## src/rtl/order_dispatch_ctrl.sv

```systemverilog
// Gates trade triggers (rate limit, in-flight cap, enable, fault) and offers accepted orders to the router.
// Latency: trigger at cycle N -> ord_valid at N+1; ord_valid holds until ord_ready; triggers seen while busy are dropped.
module order_dispatch_ctrl #(
    parameter int PRICE_W       = 32,
    parameter int MAX_INFLIGHT  = 4,
    parameter int TOKEN_MAX     = 8,
    parameter int REFILL_PERIOD = 1000,
    parameter int ACK_TIMEOUT   = 5000
) (
    input  logic               clk,
    input  logic               rst_n,
    input  logic               trig_valid,
    input  logic [PRICE_W-1:0] trig_price,
    input  logic               trig_side,
    input  logic               enable,
    input  logic               clear_fault,
    output logic               ord_valid,
    input  logic               ord_ready,
    output logic [PRICE_W-1:0] ord_price,
    output logic               ord_side,
    input  logic               ack_valid,
    output logic [3:0]         inflight_cnt,
    output logic [7:0]         tokens,
    output logic [15:0]        drop_cnt,
    output logic               fault
);

    localparam int RF_W = $clog2(REFILL_PERIOD);
    localparam int WD_W = $clog2(ACK_TIMEOUT);

    typedef enum logic {IDLE, ISSUE} state_e;

    state_e             state_q, state_d;
    logic               ord_valid_q, ord_valid_d;
    logic [PRICE_W-1:0] ord_price_q, ord_price_d;
    logic               ord_side_q, ord_side_d;
    logic [3:0]         inflight_q, inflight_d;
    logic [7:0]         tokens_q, tokens_d;
    logic [15:0]        drop_q, drop_d;
    logic               fault_q, fault_d;
    logic [RF_W-1:0]    refill_q, refill_d;
    logic [WD_W-1:0]    wdog_q, wdog_d;

    logic accept, handshake, refill_tc;

    always_comb begin
        state_d     = state_q;
        ord_valid_d = ord_valid_q;
        ord_price_d = ord_price_q;
        ord_side_d  = ord_side_q;
        inflight_d  = inflight_q;
        tokens_d    = tokens_q;
        drop_d      = drop_q;
        fault_d     = fault_q;
        wdog_d      = wdog_q;

        accept    = (state_q == IDLE) && trig_valid && enable && !fault_q &&
                    (tokens_q != 8'd0) && (inflight_q < 4'(MAX_INFLIGHT));
        handshake = (state_q == ISSUE) && ord_valid_q && ord_ready;
        refill_tc = (refill_q == RF_W'(REFILL_PERIOD - 1));
        refill_d  = refill_tc ? '0 : refill_q + RF_W'(1);

        case (state_q)
            IDLE: begin
                if (accept) begin
                    state_d     = ISSUE;
                    ord_valid_d = 1'b1;
                    ord_price_d = trig_price;
                    ord_side_d  = trig_side;
                end
            end
            ISSUE: begin
                // Once offered, the order stays up regardless of enable/fault.
                if (handshake) begin
                    state_d     = IDLE;
                    ord_valid_d = 1'b0;
                end
            end
            default: state_d = IDLE;
        endcase

        if (trig_valid && !accept && (drop_q != 16'hFFFF))
            drop_d = drop_q + 16'd1;

        if (accept && !refill_tc)
            tokens_d = tokens_q - 8'd1;
        else if (!accept && refill_tc && (tokens_q < 8'(TOKEN_MAX)))
            tokens_d = tokens_q + 8'd1;

        // A simultaneous issue and ack cancel out; ack with nothing outstanding is ignored.
        if (handshake && !ack_valid && (inflight_q != 4'hF))
            inflight_d = inflight_q + 4'd1;
        else if (ack_valid && !handshake && (inflight_q != 4'd0))
            inflight_d = inflight_q - 4'd1;

        if (ack_valid || (inflight_q == 4'd0)) begin
            wdog_d = '0;
        end else if (!fault_q) begin
            if (wdog_q == WD_W'(ACK_TIMEOUT - 1))
                fault_d = 1'b1;
            else
                wdog_d = wdog_q + WD_W'(1);
        end

        if (clear_fault) begin
            fault_d    = 1'b0;
            inflight_d = 4'd0;
            wdog_d     = '0;
        end
    end

    always_ff @(posedge clk) begin
        if (!rst_n) begin
            state_q     <= IDLE;
            ord_valid_q <= 1'b0;
            ord_price_q <= '0;
            ord_side_q  <= 1'b0;
            inflight_q  <= 4'd0;
            tokens_q    <= 8'(TOKEN_MAX);
            drop_q      <= 16'd0;
            fault_q     <= 1'b0;
            refill_q    <= '0;
            wdog_q      <= '0;
        end else begin
            state_q     <= state_d;
            ord_valid_q <= ord_valid_d;
            ord_price_q <= ord_price_d;
            ord_side_q  <= ord_side_d;
            inflight_q  <= inflight_d;
            tokens_q    <= tokens_d;
            drop_q      <= drop_d;
            fault_q     <= fault_d;
            refill_q    <= refill_d;
            wdog_q      <= wdog_d;
        end
    end

    assign ord_valid    = ord_valid_q;
    assign ord_price    = ord_price_q;
    assign ord_side     = ord_side_q;
    assign inflight_cnt = inflight_q;
    assign tokens       = tokens_q;
    assign drop_cnt     = drop_q;
    assign fault        = fault_q;

endmodule

```

## config.mk

```make
export PLATFORM = sky130hd
export DESIGN_NAME = order_dispatch_ctrl
export DESIGN_NICKNAME = d
export VERILOG_FILES = /design/src/rtl/order_dispatch_ctrl.sv
export SDC_FILE = /design/constraint.sdc
export NUM_CORES = 1
export LEC_CHECK = 0
export BUFFER_PORTS_ARGS = -buffer_cell sky130_fd_sc_hd__buf_2
export CELL_PAD_IN_SITES_DETAIL_PLACEMENT = 0
export CELL_PAD_IN_SITES_GLOBAL_PLACEMENT = 2
export CORE_MARGIN = 2
export CORE_UTILIZATION = 27
export CTS_CLUSTER_DIAMETER = 80
export DETAILED_ROUTE_END_ITERATION = 7
export GPL_TIMING_DRIVEN = 0
export PLACE_DENSITY = 0.78
export SYNTH_ARGS = -nofsm -noshare
export SYNTH_HDL_FRONTEND = slang
export SYNTH_SLANG_ARGS = --single-unit
```

## constraint.sdc

```tcl
create_clock -name clk -period 2.27 [get_ports clk]
set_clock_uncertainty 0.15 [all_clocks]
set_input_delay 0.1135 -clock clk [delete_from_list [all_inputs] [get_ports clk]]
set_output_delay 0.1135 -clock clk [all_outputs]
set_load 0.02 [all_outputs]
```

==> flow_summary_export.csv <==
group,metric,value,unit
die,dieArea,15100,um2
synthesis,yosys.area.top_type,"dfxtp_1",
critical_path,crit_chain,"or4_4 -> nor3_4 -> buf_4 -> buf_6 -> o211ai_4 -> buf_4 -> or4_4 -> a21oi_2",
power_and_ir_drop,p_leak,2.28,nW
sta,fmax,420,MHz
critical_path,start_kind,"flip-flop",
synthesis,synthTopCellsByCount,"nand2_1, dfxtp_1, a21oi_1, nor2_1, nand3_1",
finish,seqCellArea,1750,um2
finish,nFillCells,1396,
synthesis,syn_inst,457,
clock_network,ctsLongestPathBuffers,2,
synthesis,ys_ff_latch,87,
placed_design,dp_hpwl,7.85,mm
route,wl_per_cell,13.9,um
status,violations,"negative setup slack",
synthesis,synth-main-ff-cell,"dfxtp_1",
sta,worst_slack,-113,ps
flow_run,maxCapViolations,0,
clock_network,numCtsBuffers,9,
route,via_per_inst,4.81,
sta,drv_slew,0,
route,first_iter_violations,83,
finish,fin_nets,666,
synthesis,synth_nets,504,
clock_network,worstSkewPairLatency,340,ps
finish,final_cells,804,
sta,fin_crit,2380,ps
global_route,grt_pass1_wl,17.7,mm
finish,area_growth,47.2,%
synthesis,synthDominantCellAreaShare,0.457,
synthesis,synth.distinct_cells,50,
die,die-width,123,um
clock_network,cts_tree,"done",
synthesis,synth.avg_cell_area,8.34,um2
route,wl,11.2,mm
finish,design_area,5610,um2
finish,antenna_cells,0,
clock_network,cts-root-buf,"clkbuf_16",
placed_design,gp_congestion,0.790,
die,ios,103,
synthesis,yosys_warnings,0,
critical_path,slowest_stage,"or4_4",
sta,slew-limit-headroom,0.587,
synthesis,synth-edff-count,0,
min_path,min_path_type,"in2reg",
die,die_y,123,um
global_route,antenna_found_initial,0,
sta,setup_viol,9,
placed_design,port_buffers,102,
global_route,grt_max_degree,14,
critical_path,max_stage_delay,540,ps
global_route,overflow,0,
route,ant_nets,0,
synthesis,synth-seq-area-share,0.457,
critical_path,end_kind,"flip-flop",
clock_network,cts.sinks,87,
finish,multi_input_area,2180,um2
route,num_vias,3865,
die,rows,43,
critical_path,arrival,2510,ps
global_route,track_usage,0.149,
sta,rsz0062_at_grt,"yes",
power_and_ir_drop,ir_drop,0.000403,V
critical_path,critPathKind,"reg2reg",
synthesis,ys_top_cells_by_area,"dfxtp_1, nand2_1, a21oi_1, nor2_1, xor2_1",
power_and_ir_drop,p_per_area,652,nW/um2
status,status,"complete, but fails checks",
critical_path,cp.required,2390,ps
route,drt-pass1-iter-count,4,
placed_design,dpl_cell_area,4590,um2
global_route,grt_pass1_vias,3644,
critical_path,crit_path_max_fanout,5,
placed_design,dp_cells,739,
synthesis,async_reset_ff_frac,0,
synthesis,synthesis.area,3810,um2
clock_network,clk_pin_slew,60,ps
sta,hold_viol,0,
synthesis,synth.most_common_cell,"nand2_1",
die,start_util,0.276,
finish,final_layout_size_suffix_gt1_frac,0.303,
sta,worst_pin_slew,619,ps
die,core,13800,um2
route,drc,0,
clock_network,htree_levels,3,
sta,fin_crit_sh,1.05,
[sequential cells by signal (all words and copies together), names as in the netlist]
signal / count
wdog_q: 13
ord_side: 1
drop_cnt: 16
ord_valid: 1
refill_q: 10
state_q: 1
fault: 1
inflight_cnt: 4
tokens: 8
ord_price: 32
[critical path, delay by kind of cell, from the launching register on]
kind / cells / cell delay [ps]
AOI/OAI and AO/OA: 2 / 240
buffers and inverters: 3 / 410
DFF: 1 / 360
and+or+nand+nor: 3 / 1160
[logic make-up (layout without fill, tap and decap cells)]
logic type	after synthesis	count (layout)	synth area share
AND/OR/NAND/NOR	215	215	0.273
AO/OA/AOI/OAI	88	88	0.140
flip-flops	87	87	0.457
buffers and inverters	30	197	0.0331
XOR/XNOR	22	22	0.0505
adder cells (fa/ha/maj)	7	7	0.0249
multiplexers	8	8	0.0210
[worst paths after layout]
| check | startpoint | end | slack [ps] | cells past startpoint |
|---|---|---|---|---|
| setup / recovery | tokens[4] | drop_cnt[5] | -110 | 8 |
| hold / removal | trig_valid | drop_cnt[2] | 80 | 3 |
| setup reg to reg | tokens[4] | drop_cnt[5] | -110 | 8 |
| hold reg to reg | ord_price[15] | ord_price[15] | 310 | 2 |
[area by class of cell]
| cell class | instances | area share |
|---|---|---|
| Multi-Input combinational cell | 340 | 0.388 |
| Clock buffer | 14 | 0.0488 |
| Timing Repair Buffer | 154 | 0.178 |
| Sequential cell | 87 | 0.313 |
| Tap cell | 180 | 0.0401 |
| Buffer | 18 | 0.0192 |
| Inverter | 9 | 0.00602 |
| Clock inverter | 2 | 0.00669 |
[what timing repair did]
| action | in CTS | in global routing |
|---|---|---|
| resized for setup | 13 | 50 |
| pin swaps | 4 | 28 |
| hold endpoints to repair | 37 | 0 |
| hold buffers | 35 | 0 |
| gates cloned | 1 | 0 |
| setup endpoints to repair | 59 | 58 |
| setup buffers | 7 | 10 |
[layout by cell type, fill, tap and decap left out, drive strengths merged, types with 7 or more instances in the layout]
master       synthesis  layout
a21oi               51      51
xor2                13      13
dlygate4sd3          0      35
and3                11      11
o21ai                8       8
dfxtp               87      87
nor3                11      11
inv                  9       9
nor2                35      35
nand4               10      10
nand3               17      17
or3                  7       7
nand2               91      91
clkbuf              15      28
buf                  6     123
mux2i                8       8
o31ai               10      10
or4                 10      10
xnor2                9       9
[stage by stage]
| stage | TNS [ps] | util | hold WS [ps] | total power, mW | setup slack, ps |
|---|---|---|---|---|---|
| finish | -597 | 0.406 | 83.4 | 3.66 | -113 |
| global route | -1660 | 0.406 | 104 | 3.82 | -209 |
| CTS | -63.7 | 0.387 | 50.0 | 3.68 | -46.9 |
| detailed placement | -9000 | 0.332 | 213 | 2.05 | -374 |
| global placement | -8760 | 0.332 | 205 | 2.05 | -359 |
| floorplan | -145 | - | 99.5 | 1.90 | -70.4 |
[power breakdown]
part,internal [mW],total (mW),switching (mW)
clock,0.945,1.55,0.604
combinational,0.212,0.482,0.270
sequential,1.58,1.63,0.0453
[layer usage]
| metal | vias up | part of all wire | GRT usage |
|---|---|---|---|
| li1 | 1933 | - | - |
| met1 | 1864 | 0.46 | 0.186 |
| met2 | 59 | 0.50 | 0.249 |
| met3 | 9 | 0.033 | 0.0302 |
| met4 | 0 | 0.0094 | 0.0625 |
| met5 | - | 0 | 0 |
(Power assumes the default switching activity.)
